$ cat src/rtl/writeback_arbiter_if.sv
// Writeback arbiter bus: pipeline and multdiv result inputs, hazard probes, register file write port.
// The master side drives results and probes. The slave side is the arbiter.
interface writeback_arbiter_if;
   logic        pipe_valid;
   logic [4:0]  pipe_rd;
   logic [31:0] pipe_data;
   logic        md_valid;
   logic [4:0]  md_rd;
   logic [31:0] md_data;
   logic        md_ready;
   logic [4:0]  chk_regA;
   logic [4:0]  chk_regB;
   logic        busyA;
   logic        busyB;
   logic        ctrl_writeEnable;
   logic [4:0]  ctrl_writeReg;
   logic [31:0] data_writeReg;

   modport master (
      output pipe_valid, pipe_rd, pipe_data,
      output md_valid, md_rd, md_data,
      output chk_regA, chk_regB,
      input  md_ready, busyA, busyB,
      input  ctrl_writeEnable, ctrl_writeReg, data_writeReg
   );

   modport slave (
      input  pipe_valid, pipe_rd, pipe_data,
      input  md_valid, md_rd, md_data,
      input  chk_regA, chk_regB,
      output md_ready, busyA, busyB,
      output ctrl_writeEnable, ctrl_writeReg, data_writeReg
   );
endinterface

$ cat src/rtl/writeback_arbiter.sv
// Single register-file write port shared by the pipeline and a queued multdiv unit.
// Optional macro WB_MD_BYPASS_EN lets a multdiv result skip an empty queue.
module writeback_arbiter #(
   parameter int DEPTH = 2
) (
   input logic                clock,
   input logic                ctrl_reset,
   writeback_arbiter_if.slave wb
);
   localparam int PTR_W = $clog2(DEPTH);
   localparam int CNT_W = PTR_W + 1;

   logic [4:0]       q_rd_reg   [DEPTH];
   logic [31:0]      q_data_reg [DEPTH];
   logic [DEPTH-1:0] q_val_reg, q_val_next;
   logic [PTR_W-1:0] head_reg, head_next;
   logic [PTR_W-1:0] tail_reg, tail_next;
   logic [CNT_W-1:0] count_reg, count_next;

   logic        we_reg, we_next;
   logic [4:0]  wreg_reg, wreg_next;
   logic [31:0] wdata_reg, wdata_next;

   logic             pipe_sel, not_empty, head_live;
   logic             pop, md_take, bypass, push, md_ready_int;
   logic [DEPTH-1:0] squash, hit_a, hit_b;

   assign pipe_sel     = wb.pipe_valid && (wb.pipe_rd != 5'd0);
   assign not_empty    = (count_reg != '0);
   assign head_live    = q_val_reg[head_reg];
   assign md_ready_int = (count_reg < CNT_W'(DEPTH));
   assign md_take      = wb.md_valid && md_ready_int && (wb.md_rd != 5'd0);
   // A squashed head is dropped even while the pipeline owns the port.
   assign pop          = not_empty && (!pipe_sel || !head_live);

`ifdef WB_MD_BYPASS_EN
   assign bypass = md_take && !not_empty && !pipe_sel;
`else
   assign bypass = 1'b0;
`endif
   assign push = md_take && !bypass;

   generate
      for (genvar gi = 0; gi < DEPTH; gi++) begin : g_match
         assign squash[gi] = pipe_sel && q_val_reg[gi] && (q_rd_reg[gi] == wb.pipe_rd);
         assign hit_a[gi]  = q_val_reg[gi] && (q_rd_reg[gi] == wb.chk_regA);
         assign hit_b[gi]  = q_val_reg[gi] && (q_rd_reg[gi] == wb.chk_regB);
      end
   endgenerate

   assign wb.md_ready         = md_ready_int;
   assign wb.busyA            = (|hit_a) && (wb.chk_regA != 5'd0);
   assign wb.busyB            = (|hit_b) && (wb.chk_regB != 5'd0);
   assign wb.ctrl_writeEnable = we_reg;
   assign wb.ctrl_writeReg    = wreg_reg;
   assign wb.data_writeReg    = wdata_reg;

   always_comb begin
      we_next    = 1'b0;
      wreg_next  = wreg_reg;
      wdata_next = wdata_reg;
      if (pipe_sel) begin
         we_next    = 1'b1;
         wreg_next  = wb.pipe_rd;
         wdata_next = wb.pipe_data;
      end else if (pop && head_live) begin
         we_next    = 1'b1;
         wreg_next  = q_rd_reg[head_reg];
         wdata_next = q_data_reg[head_reg];
      end else if (bypass) begin
         we_next    = 1'b1;
         wreg_next  = wb.md_rd;
         wdata_next = wb.md_data;
      end
   end

   // The tail slot is never occupied when pushing, so a new entry escapes the squash.
   always_comb begin
      q_val_next = q_val_reg & ~squash;
      if (pop)
         q_val_next[head_reg] = 1'b0;
      if (push)
         q_val_next[tail_reg] = 1'b1;
      head_next  = head_reg + PTR_W'(pop);
      tail_next  = tail_reg + PTR_W'(push);
      count_next = count_reg + CNT_W'(push) - CNT_W'(pop);
   end

   always_ff @(posedge clock or posedge ctrl_reset) begin
      if (ctrl_reset) begin
         q_val_reg <= '0;
         head_reg  <= '0;
         tail_reg  <= '0;
         count_reg <= '0;
         we_reg    <= 1'b0;
         wreg_reg  <= 5'd0;
         wdata_reg <= 32'd0;
      end else begin
         q_val_reg <= q_val_next;
         head_reg  <= head_next;
         tail_reg  <= tail_next;
         count_reg <= count_next;
         we_reg    <= we_next;
         wreg_reg  <= wreg_next;
         wdata_reg <= wdata_next;
      end
   end

   // Payload storage needs no reset; the valid bits qualify every slot.
   always_ff @(posedge clock) begin
      if (push) begin
         q_rd_reg[tail_reg]   <= wb.md_rd;
         q_data_reg[tail_reg] <= wb.md_data;
      end
   end
endmodule

$ cat src/flat_wrapper.sv
// flat-port wrapper written by rule: the top's interface ports become plain ports
module writeback_arbiter_flat 
#(
   parameter int DEPTH = 2
)
  (clock, ctrl_reset, wb_pipe_valid, wb_pipe_rd, wb_pipe_data, wb_md_valid, wb_md_rd, wb_md_data, wb_chk_regA, wb_chk_regB, wb_md_ready, wb_busyA, wb_busyB, wb_ctrl_writeEnable, wb_ctrl_writeReg, wb_data_writeReg);
  writeback_arbiter_if wb_i ();
  input logic clock;
  input logic ctrl_reset;
  input wire logic [$bits(wb_i.pipe_valid)-1:0] wb_pipe_valid;
  input wire logic [$bits(wb_i.pipe_rd)-1:0] wb_pipe_rd;
  input wire logic [$bits(wb_i.pipe_data)-1:0] wb_pipe_data;
  input wire logic [$bits(wb_i.md_valid)-1:0] wb_md_valid;
  input wire logic [$bits(wb_i.md_rd)-1:0] wb_md_rd;
  input wire logic [$bits(wb_i.md_data)-1:0] wb_md_data;
  input wire logic [$bits(wb_i.chk_regA)-1:0] wb_chk_regA;
  input wire logic [$bits(wb_i.chk_regB)-1:0] wb_chk_regB;
  output wire logic [$bits(wb_i.md_ready)-1:0] wb_md_ready;
  output wire logic [$bits(wb_i.busyA)-1:0] wb_busyA;
  output wire logic [$bits(wb_i.busyB)-1:0] wb_busyB;
  output wire logic [$bits(wb_i.ctrl_writeEnable)-1:0] wb_ctrl_writeEnable;
  output wire logic [$bits(wb_i.ctrl_writeReg)-1:0] wb_ctrl_writeReg;
  output wire logic [$bits(wb_i.data_writeReg)-1:0] wb_data_writeReg;
  assign wb_i.pipe_valid = wb_pipe_valid;
  assign wb_i.pipe_rd = wb_pipe_rd;
  assign wb_i.pipe_data = wb_pipe_data;
  assign wb_i.md_valid = wb_md_valid;
  assign wb_i.md_rd = wb_md_rd;
  assign wb_i.md_data = wb_md_data;
  assign wb_i.chk_regA = wb_chk_regA;
  assign wb_i.chk_regB = wb_chk_regB;
  assign wb_md_ready = wb_i.md_ready;
  assign wb_busyA = wb_i.busyA;
  assign wb_busyB = wb_i.busyB;
  assign wb_ctrl_writeEnable = wb_i.ctrl_writeEnable;
  assign wb_ctrl_writeReg = wb_i.ctrl_writeReg;
  assign wb_data_writeReg = wb_i.data_writeReg;
  writeback_arbiter #(.DEPTH(DEPTH)) u_core (.clock(clock), .ctrl_reset(ctrl_reset), .wb(wb_i));
endmodule
$ cat config.mk
export PLATFORM = sky130hd
export DESIGN_NAME = writeback_arbiter_flat
export DESIGN_NICKNAME = d
export VERILOG_FILES = /design/src/rtl/writeback_arbiter_if.sv /design/src/rtl/writeback_arbiter.sv /design/src/flat_wrapper.sv
export SDC_FILE = /design/constraint.sdc
export NUM_CORES = 1
export LEC_CHECK = 0
export CAP_MARGIN = 20
export CORE_MARGIN = 1.5
export CORE_UTILIZATION = 30
export CTS_CLUSTER_DIAMETER = 30
export DETAILED_ROUTE_END_ITERATION = 12
export GPL_TIMING_DRIVEN = 1
export HOLD_SLACK_MARGIN = 0.05
export PLACE_DENSITY = 0.59
export SLEW_MARGIN = 15
export SYNTH_ARGS = -nofsm -noshare
export SYNTH_HDL_FRONTEND = slang
export SYNTH_SLANG_ARGS = --single-unit
export TNS_END_PERCENT = 50
$ cat constraint.sdc
create_clock -name clock -period 1.94 [get_ports clock]
set_input_delay 0.388 -clock clock [delete_from_list [all_inputs] [get_ports clock]]
set_output_delay 0.388 -clock clock [all_outputs]
set_load 0.005 [all_outputs]
==> results.sh, run 1 <==
export IMPL_fin_util_pct=46.1
export IMPL_clock_latency_ps=410
export IMPL_cp_depth=6
export IMPL_synth_area_per_cell_sq_um=14.1
export IMPL_hold_buffers=0
export IMPL_multi_input_area_sq_um=1710
export IMPL_start_util_pct=30.7
export IMPL_drt_total_wl_mm=11.9
export IMPL_drc=0
export IMPL_grt_max_degree=72
export IMPL_crit_type="flop to output port"
export IMPL_cts_htree_levels=4
export IMPL_ys_top_cells_by_area="edfxtp_1, dfrtp_1, mux2_2"
export IMPL_drt_iter0_markers=116
export IMPL_viasPerCell=4.53
export IMPL_drt_pass1_iter_count=4
export IMPL_setup_slack_ps=-240
export IMPL_fill_cells=1520
export IMPL_path_clk_slew_ps=60
export IMPL_clock_sinks=118
export IMPL_place_congestion=0.877
export IMPL_num_antenna_cells=0
export IMPL_drive_gt1_share_pct=23.0
export IMPL_timing_slew_headroom_pct=69.7
export IMPL_synth_edf_count=74
export IMPL_min_path_type="primary input to async pin"
export IMPL_core_sq_um=16600
export IMPL_drv_slew=0
export IMPL_ff2ff_path_depth=7
export IMPL_grtUsageTotal_pct=14.1
export IMPL_grt_pass1_wl_mm=19.1
export IMPL_grt_overflow=0
export IMPL_cts_buffers=17
export IMPL_netlist_top_cells_count="edfxtp_1, dfrtp_1, mux2_2, nand2_1, mux2i_1"
export IMPL_finalCritPeriodShare_pct=112
export IMPL_yosys_most_used_dff="edfxtp_1"
export IMPL_drtAntennaViolNets=0
export IMPL_final_hold_viol_count=0
export IMPL_largest_reg_flops=64
export IMPL_synthToLayoutAreaGrowth_pct=50.2
export IMPL_crit_chain="buf_6, xor2_1, nor4_2, nand3_1, a21oi_2, buf_2"
export IMPL_total_power_mw=10.5
export IMPL_syn_nets=452
export IMPL_die_area_sq_um=17700
export IMPL_yosysWarnings=0
export IMPL_power_density_nw_per_um2=1370
export IMPL_rsz0062_at_grt="yes"
export IMPL_cp_start_kind="flop"
export IMPL_crit_family="flip-flops"
export IMPL_synth_cells=360
export IMPL_setup_viol=2
export IMPL_synth_top_area_share_pct=43.7
export IMPL_wire_per_inst_um=15.6
export IMPL_ys_ff_latch=118
export IMPL_synthDistinctLibCells=29
export IMPL_die_w_um=133
export IMPL_critPathMaxFanout=2
export IMPL_arrival_ps=1790
export IMPL_r2r_end="u_core.count_reg[1]"
export IMPL_seqCellArea_sq_um=3320
export IMPL_synth_cell_area_sq_um=5090
export IMPL_critPathSlowestCell="edfxtp_1"
export IMPL_r2r_start="u_core.q_val_reg[1]"
export IMPL_setup_tns_ps=-429
export IMPL_cts_root_buf="clkbuf_16"
export IMPL_max_stage_delay_ps=420
export IMPL_ir_drop_uv=579
export IMPL_end_kind="output port"
export IMPL_io_buffers=128
export IMPL_async_reset_ff_share_pct=37.3
export IMPL_run_status="finished, violations left"
export IMPL_r2r_setup_slack_ps=240
export IMPL_tritoncts="built"
export IMPL_violations="setup timing"
export IMPL_dp_hpwl_mm=8.32
export IMPL_tightestPinTransition_ps=454
export IMPL_required_ps=1550
export IMPL_vias=3459
export IMPL_critical_path_buf_inv_count=2
export IMPL_finClkSkew_ps=5.43
export IMPL_final_nets=623
export IMPL_yosysSeqAreaShare_pct=65.3
export IMPL_synth_most_common_cell="edfxtp_1"
export IMPL_critPathLaunch="u_core.q_rd_reg[1][4]"
export IMPL_cts_buffer_depth=2
export IMPL_endpoint="wb_busyB"
export IMPL_die_h_um=133
export IMPL_antenna_found_initial=0
export IMPL_pin_count=129
export IMPL_grt_pass1_vias=3811
export IMPL_rows=47
export IMPL_fin_crit_ps=2180
export IMPL_fmax_ghz=0.459
export IMPL_maxCapViolCount=0
export IMPL_p_leak_nw=2.90
export IMPL_synth_area_leader_cell="edfxtp_1"
## cell families after synthesis
kind of cell	synth area share (%)
and+or+nand+nor	5.51
DFF	65.3
buffers and inverters	1.99
adders and majority gates	0.984
xor gates and xnor gates	5.51
muxes	15.7
AOI/OAI and AO/OA	4.97
## worst min-delay path by stage
| stage | from | slack, ps | cells past startpoint | to |
|---|---|---|---|---|
| 4_1_cts | ctrl_reset | 360 | 3 | u_core.wb.data_writeReg[15] |
| 6_report | ctrl_reset | 360 | 3 | u_core.wb.data_writeReg[15] |
| 3_5_place_dp | u_core.tail_reg | 530 | 1 | u_core.q_val_reg[1] |
| 5_1_grt | ctrl_reset | 380 | 3 | u_core.wb.data_writeReg[9] |
| 3_3_place_gp | u_core.count_reg[1] | 500 | 1 | u_core.count_reg[1] |
| 2_1_floorplan | u_core.count_reg[1] | 470 | 1 | u_core.count_reg[1] |
## worst register-to-register path, stage by stage, from the launching register on
cell and delay [ps]:
dfrtp_1 450, mux2_2 320, a21oi_2 130, ha_1 230, inv_1 60, ha_2 180
xnor2_2 120, xnor2_1 140
## power by group
part	switching (mW)	total, mW	leakage, nW	internal (mW)
Sequential	0.308	3.66	1.21	3.35
Clock	1.14	3.29	0.286	2.15
Combinational	1.51	3.53	1.41	2.02
Total	2.95	10.5	2.90	7.53
## placed cells by master (no fill, tap or decap), types with 2 or more instances in the layout
master           synthesis  layout
a21oi_1                  4       2
a21oi_2                  0       2
a32o_1                   2       2
buf_12                   0       7
buf_2                    3       2
buf_4                    3      30
buf_6                    0       4
bufinv_16                0       4
clkbuf_16                0      17
clkdlybuf4s50_1          0     123
clkinv_4                 0       2
clkinvlp_4               0       6
dfrtp_1                 44      43
dlygate4sd2_1            0       3
edfxtp_1                74      74
ha_2                     0       3
inv_1                    6       5
inv_6                    0       2
mux2_2                  38      38
mux2i_1                 37      37
nand2_1                 38      38
nand3_1                  4       4
nand4_1                  2       2
nor2_1                   3       3
nor3_1                   2       2
nor4_1                   4       3
o21ai_0                 35      35
o21ai_1                  2       2
or3_1                    3       3
or4_1                    2       2
xnor2_1                 10       9
xor2_1                  22      22
## layer usage
| metal | up-vias | part of all wire, % | GRT usage, % |
|---|---|---|---|
| met2 | 97 | 51 | 24.7 |
| met5 | - | 0 | 0 |
| li1 | 1653 | - | - |
| met4 | 0 | 1.7 | 5.98 |
| met1 | 1694 | 43 | 16.6 |
| met3 | 15 | 4.3 | 3.23 |
## cell type report
type,count,share of cell area [%]
Multi-Input combinational cell,219,22.4
Tap cell,220,3.60
Clock inverter,15,2.67
Clock buffer,17,5.57
Sequential cell,118,43.5
Timing Repair Buffer,169,22.0
Inverter,6,0.295
## through the flow
stage / area (sq um) / worst slack [ps] / hold WS [ps] / cells
3_5_place_dp: 6930 / -631 / 529 / 725
5_1_grt: 7640 / -342 / 382 / 764
2_1_floorplan: 5110 / -263 / 467 / 360
3_3_place_gp: 6930 / -525 / 498 / 725
6_report: 7640 / -240 / 357 / 764
4_1_cts: 7620 / -277 / 355 / 764
## what timing repair did
action	CTS	global route
pin swaps	11	5
setup endpoints to repair	6	62
buffers inserted	7	0
resized for setup	16	4
No activity file was read; power rests on OpenSTA's default activity.
==> inputs of run 2 (changes only) <==
--- a/config.mk
+++ b/config.mk
@@ -10,9 +10,11 @@
 export CORE_UTILIZATION = 30
 export CTS_CLUSTER_DIAMETER = 30
 export DETAILED_ROUTE_END_ITERATION = 12
+export GPL_ROUTABILITY_DRIVEN = 0
 export GPL_TIMING_DRIVEN = 1
 export HOLD_SLACK_MARGIN = 0.05
 export PLACE_DENSITY = 0.59
+export SETUP_SLACK_MARGIN = 0.1
 export SLEW_MARGIN = 15
 export SYNTH_ARGS = -nofsm -noshare
 export SYNTH_HDL_FRONTEND = slang
==> run 2 against run 1 <==
  * The run still ends with setup timing left
  * Combinational power is 1% higher
  * Wire length is 0.34% higher
  * Global-route usage hardly changed
  * Critical endpoint unchanged
==> results.sh, run 2 (synthesized netlist as in run 1, its figures left out) <==
export IMPL_rsz0062_at_grt="yes"
export IMPL_violations="setup timing"
export IMPL_path_clk_slew_ps=60
export IMPL_synthToLayoutAreaGrowth_pct=50.8
export IMPL_vias=3461
export IMPL_die_w_um=133
export IMPL_antenna_found_initial=0
export IMPL_grt_pass1_wl_mm=19.1
export IMPL_p_sw_mw=2.99
export IMPL_cts_root_buf="clkbuf_16"
export IMPL_end_kind="output port"
export IMPL_viasPerCell=4.53
export IMPL_maxCapViolCount=0
export IMPL_layout_common_cells="clkdlybuf4s50_1, edfxtp_1, dfrtp_1"
export IMPL_seqPwrFrac_pct=34.8
export IMPL_drv_slew=0
export IMPL_grt_pass1_vias=3807
export IMPL_r2r_setup_slack_ps=240
export IMPL_tritoncts="built"
export IMPL_min_path_type="primary input to flop"
export IMPL_die_area_sq_um=17700
export IMPL_wire_per_inst_um=15.7
export IMPL_drt_pass1_iter_count=4
export IMPL_power_density_nw_per_um2=1370
export IMPL_final_nets=623
export IMPL_fin_crit_ps=2180
export IMPL_start_util_pct=30.7
export IMPL_cts_htree_levels=4
export IMPL_cts_buffer_depth=2
export IMPL_fmax_ghz=0.458
export IMPL_power_frac_comb_pct=34.0
export IMPL_p_leak_nw=2.92
export IMPL_num_antenna_cells=0
export IMPL_grtUsageTotal_pct=14.1
export IMPL_io_buffers=128
export IMPL_crit_type="flop to output port"
export IMPL_swShare_pct=28.4
export IMPL_grt_max_degree=72
export IMPL_r2r_end="u_core.count_reg[1]"
export IMPL_core_sq_um=16600
export IMPL_largest_reg_flops=64
export IMPL_fill_cells=1518
export IMPL_whs_path_depth=1
export IMPL_hold_end="u_core.q_rd_reg[1][3]"
export IMPL_required_ps=1550
export IMPL_drt_iter0_markers=109
export IMPL_p_int_mw=7.55
export IMPL_final_common_cell="clkdlybuf4s50_1"
export IMPL_r2r_start="u_core.q_val_reg[1]"
export IMPL_arrival_ps=1800
export IMPL_run_status="finished, violations left"
export IMPL_dp_hpwl_mm=8.32
export IMPL_tightestPinTransition_ps=459
export IMPL_clock_latency_ps=410
export IMPL_pin_count=129
export IMPL_dp_slack_ps=-631
export IMPL_rows=47
export IMPL_cts_buffers=17
export IMPL_setup_viol=2
export IMPL_critPathMaxFanout=2
export IMPL_clock_sinks=118
export IMPL_drive_gt1_share_pct=23.7
export IMPL_ir_drop_uv=580
export IMPL_setup_slack_ps=-244
export IMPL_drc=0
export IMPL_setup_tns_ps=-430
export IMPL_finalCritPeriodShare_pct=113
export IMPL_clkPwrFrac_pct=31.2
export IMPL_die_h_um=133
export IMPL_finClkSkew_ps=5.42
export IMPL_final_hold_viol_count=0
export IMPL_cp_start_kind="flop"
export IMPL_timing_slew_headroom_pct=69.4
export IMPL_ff2ff_path_depth=7
export IMPL_drt_total_wl_mm=12.0
export IMPL_drtAntennaViolNets=0
export IMPL_min_delay_start="wb_md_rd[3]"
export IMPL_grt_overflow=0
[run 2: per-stage QoR]
stage	hold WS, ps	util, %	power, mW	instances	instance area, sq um
2_1_floorplan	467	-	5.62	360	5110
3_3_place_gp	498	41.8	7.15	725	6930
3_5_place_dp	529	41.8	7.23	725	6930
4_1_cts	355	46.1	10.6	764	7640
5_1_grt	229	46.3	11.1	764	7670
6_report	238	46.3	10.5	764	7670
[run 2: worst max path at each step]
stage	startpoint	end	slack [ps]	cells past startpoint
6_report	u_core.q_rd_reg[1][4]	wb_busyB	-240	6
5_1_grt	u_core.q_rd_reg[0][3]	wb_busyB	-340	6
4_1_cts	u_core.q_rd_reg[1][4]	wb_busyB	-280	6
3_5_place_dp	wb_chk_regB[0]	wb_busyB	-630	6
3_3_place_gp	wb_pipe_rd[2]	u_core.count_reg[1]	-520	9
2_1_floorplan	wb_pipe_rd[2]	u_core.count_reg[1]	-260	10
[run 2: critical path, cell delays in order, from the launching register on]
cell and delay, ps:
edfxtp_1 420, buf_6 150, xor2_1 150, nor4_2 290
nand3_1 130, a21oi_2 130, buf_2 120
[run 2: power by group through the flow]
stage / logic (mW) / registers [mW] / clock network (mW)
after floorplan: 1.94 / 3.67 / 0
after global placement: 3.45 / 3.71 / 0
after detailed placement: 3.51 / 3.73 / 0
after CTS: 3.60 / 3.67 / 3.36
after global routing: 3.91 / 3.73 / 3.46
final: 3.58 / 3.67 / 3.29
[run 2: what timing repair did]
action	4_1_cts	5_1_grt
buffers inserted	7	0
endpoints found under the setup margin	114	64
gates resized for setup	22	11
gates cloned	0	0
hold buffers	0	0
hold endpoints to repair	0	0
pin swaps	12	14
[run 2: area by class of cell]
cell class              count  area [sq um]  share of cell area (%)
inverters                   6          22.5                   0.294
well taps                 220           275                    3.59
clock inverters            15           204                    2.66
repair buffers            169          1680                    21.8
clock buffers              17           425                    5.54
multi-input cells         219          1750                    22.7
flip-flops and latches    118          3320                    43.3
[run 2: routing by layer]
metal / part of all wire [%] / vias to the layer above / global-route usage (%)
met3: 5.0 / 15 / 3.23
met1: 43 / 1689 / 16.6
met4: 1.8 / 0 / 5.98
li1: - / 1657 / -
met5: 0 / - / 0
met2: 50 / 100 / 24.7
==> inputs of run 3 (changes only) <==
--- a/config.mk
+++ b/config.mk
@@ -13,7 +13,7 @@
 export GPL_ROUTABILITY_DRIVEN = 0
 export GPL_TIMING_DRIVEN = 1
 export HOLD_SLACK_MARGIN = 0.05
-export PLACE_DENSITY = 0.59
+export PLACE_DENSITY = 0.57
 export SETUP_SLACK_MARGIN = 0.1
 export SLEW_MARGIN = 15
 export SYNTH_ARGS = -nofsm -noshare
==> constraint.sdc (replaced) <==
create_clock -name clock -period 2.6 [get_ports clock]
set_input_delay 0.52 -clock clock [delete_from_list [all_inputs] [get_ports clock]]
set_output_delay 0.52 -clock clock [all_outputs]
set_load 0.005 [all_outputs]
==> run 3 against run 2 <==
  * The flow now finishes without violations
  * Utilization shrank 0.86 points
  * Register-to-register slack gained 470 ps
  * Via count shrank 1.9%
  * Cell count shrank 1.8%
  * Combinational power shrank 29%
  * Setup slack gained 420 ps
  * Worst hold slack gained 250 ps
  * Clock power shrank 23%
  * Highest routed layer unchanged
==> results.sh, run 3 (synthesized netlist as in run 1, its figures left out) <==
export IMPL_drtAntennaViolNets=0
export IMPL_die_w_um=133
export IMPL_power_density_nw_per_um2=1040
export IMPL_drt_iter0_markers=115
export IMPL_timing_slew_headroom_pct=63.7
export IMPL_dp_cells=709
export IMPL_placed_area_sq_um=6800
export IMPL_setup_slack_ps=178
export IMPL_pin_count=129
export IMPL_dp_slack_ps=-212
export IMPL_crit_type="flop to output port"
export IMPL_final_nets=609
export IMPL_dp_hpwl_mm=8.40
export IMPL_core_sq_um=16600
export IMPL_final_common_cell="clkdlybuf4s50_1"
export IMPL_cts_buffers=17
export IMPL_ff2ff_path_depth=5
export IMPL_grtUsageTotal_pct=14.5
export IMPL_wire_per_inst_um=16.5
export IMPL_r2r_start="u_core.q_val_reg[1]"
export IMPL_cts_buffer_depth=2
export IMPL_hold_ws_ps=485
export IMPL_fin_crit_ps=2420
export IMPL_clock_latency_ps=400
export IMPL_arrival_ps=1900
export IMPL_drv_slew=0
export IMPL_post_layout_nonfiller_instances=750
export IMPL_grt_pass1_wl_mm=19.5
export IMPL_ir_drop_uv=456
export IMPL_critPathMaxFanout=4
export IMPL_drt_pass1_iter_count=4
export IMPL_seqCellArea_sq_um=3320
export IMPL_drc=0
export IMPL_maxCapViolCount=0
export IMPL_drive_gt1_share_pct=19.8
export IMPL_final_area_sq_um=7530
export IMPL_vias=3395
export IMPL_grt_max_degree=61
export IMPL_clock_sinks=118
export IMPL_die_area_sq_um=17700
export IMPL_r2r_end="u_core.wb.data_writeReg[14]"
export IMPL_run_status="finished, final reports clean"
export IMPL_fmax_ghz=0.413
export IMPL_path_clk_slew_ps=50
export IMPL_antenna_found_initial=0
export IMPL_finClkSkew_ps=6.43
export IMPL_largest_reg_flops=64
export IMPL_die_h_um=133
export IMPL_cp_start_kind="flop"
export IMPL_multi_input_area_sq_um=1690
export IMPL_cts_root_buf="clkbuf_16"
export IMPL_required_ps=2080
export IMPL_final_hold_viol_count=0
export IMPL_synthToLayoutAreaGrowth_pct=48.0
export IMPL_start_util_pct=30.7
export IMPL_fin_util_pct=45.4
export IMPL_tritoncts="built"
export IMPL_min_path_type="primary input to async pin"
export IMPL_layout_common_cells="clkdlybuf4s50_1, edfxtp_1, dfrtp_1"
export IMPL_rsz0062_at_grt="yes"
export IMPL_viasPerCell=4.53
export IMPL_io_buffers=128
export IMPL_critPathLaunch="u_core.q_rd_reg[1][4]"
export IMPL_grt_pass1_vias=3769
export IMPL_num_antenna_cells=0
export IMPL_setup_viol=0
export IMPL_finalCritPeriodShare_pct=93.2
export IMPL_drt_total_wl_mm=12.4
export IMPL_fill_cells=1511
export IMPL_r2r_setup_slack_ps=710
export IMPL_cts_htree_levels=4
export IMPL_p_leak_nw=2.88
export IMPL_grt_overflow=0
export IMPL_end_kind="output port"
export IMPL_tightestPinTransition_ps=544
export IMPL_rows=47
==> run 3: cell type report <==
cell class / count / share of cell area, %
tap: 220 / 3.66
clock buffer: 19 / 5.88
multi-input combinational: 219 / 22.4
clock inverter: 13 / 2.71
timing repair buffer: 155 / 20.9
inverter: 6 / 0.299
sequential: 118 / 44.2
==> run 3: timing repair <==
item | CTS | global route
hold buffers | 0 | 0
pin swaps | 3 | 3
gates resized for setup | 6 | 6
buffers inserted | 4 | 5
setup endpoints to repair | 2 | 2
==> run 3: critical path, stage by stage, from the launching register on <==
cell and delay [ps]:
edfxtp_1 480, buf_6 170, xor2_1 140, nor4_1 220
nand3_1 130, a21oi_2 130, dlygate4sd2_1 230
==> run 3: through the flow <==
stage	total power, mW	setup TNS (ps)
3_5_place_dp	5.32	-389
3_3_place_gp	5.25	-203
6_report	7.80	0
5_1_grt	8.25	0
4_1_cts	7.91	-119
2_1_floorplan	4.18	0
==> run 3: worst max-delay path by stage <==
stage / to / slack, ps / cells past startpoint
after floorplan: u_core.count_reg[1] / 210 / 10
after global placement: wb_busyA / -120 / 6
after detailed placement: wb_busyA / -210 / 6
after CTS: wb_busyB / -120 / 5
after global routing: wb_busyA / 50 / 6
final: wb_busyA / 180 / 6
==> run 3: report_power, final <==
part / leakage (nW) / switching (mW) / total [mW] / internal (mW)
registers: 1.21 / 0.235 / 2.74 / 2.50
clock network: 0.305 / 0.816 / 2.54 / 1.72
logic: 1.37 / 1.10 / 2.53 / 1.43
total: 2.88 / 2.15 / 7.80 / 5.65
==> run 3: layer usage <==
| layer | routed length (um) | part of all wire (%) | vias up | GRT usage, % |
|---|---|---|---|---|
| met5 | 0 | 0 | - | 0 |
| li1 | - | - | 1628 | - |
| met4 | 216 | 1.7 | 0 | 5.37 |
| met2 | 6110 | 49 | 86 | 24.2 |
| met1 | 5600 | 45 | 1664 | 18.0 |
| met3 | 456 | 3.7 | 17 | 3.92 |
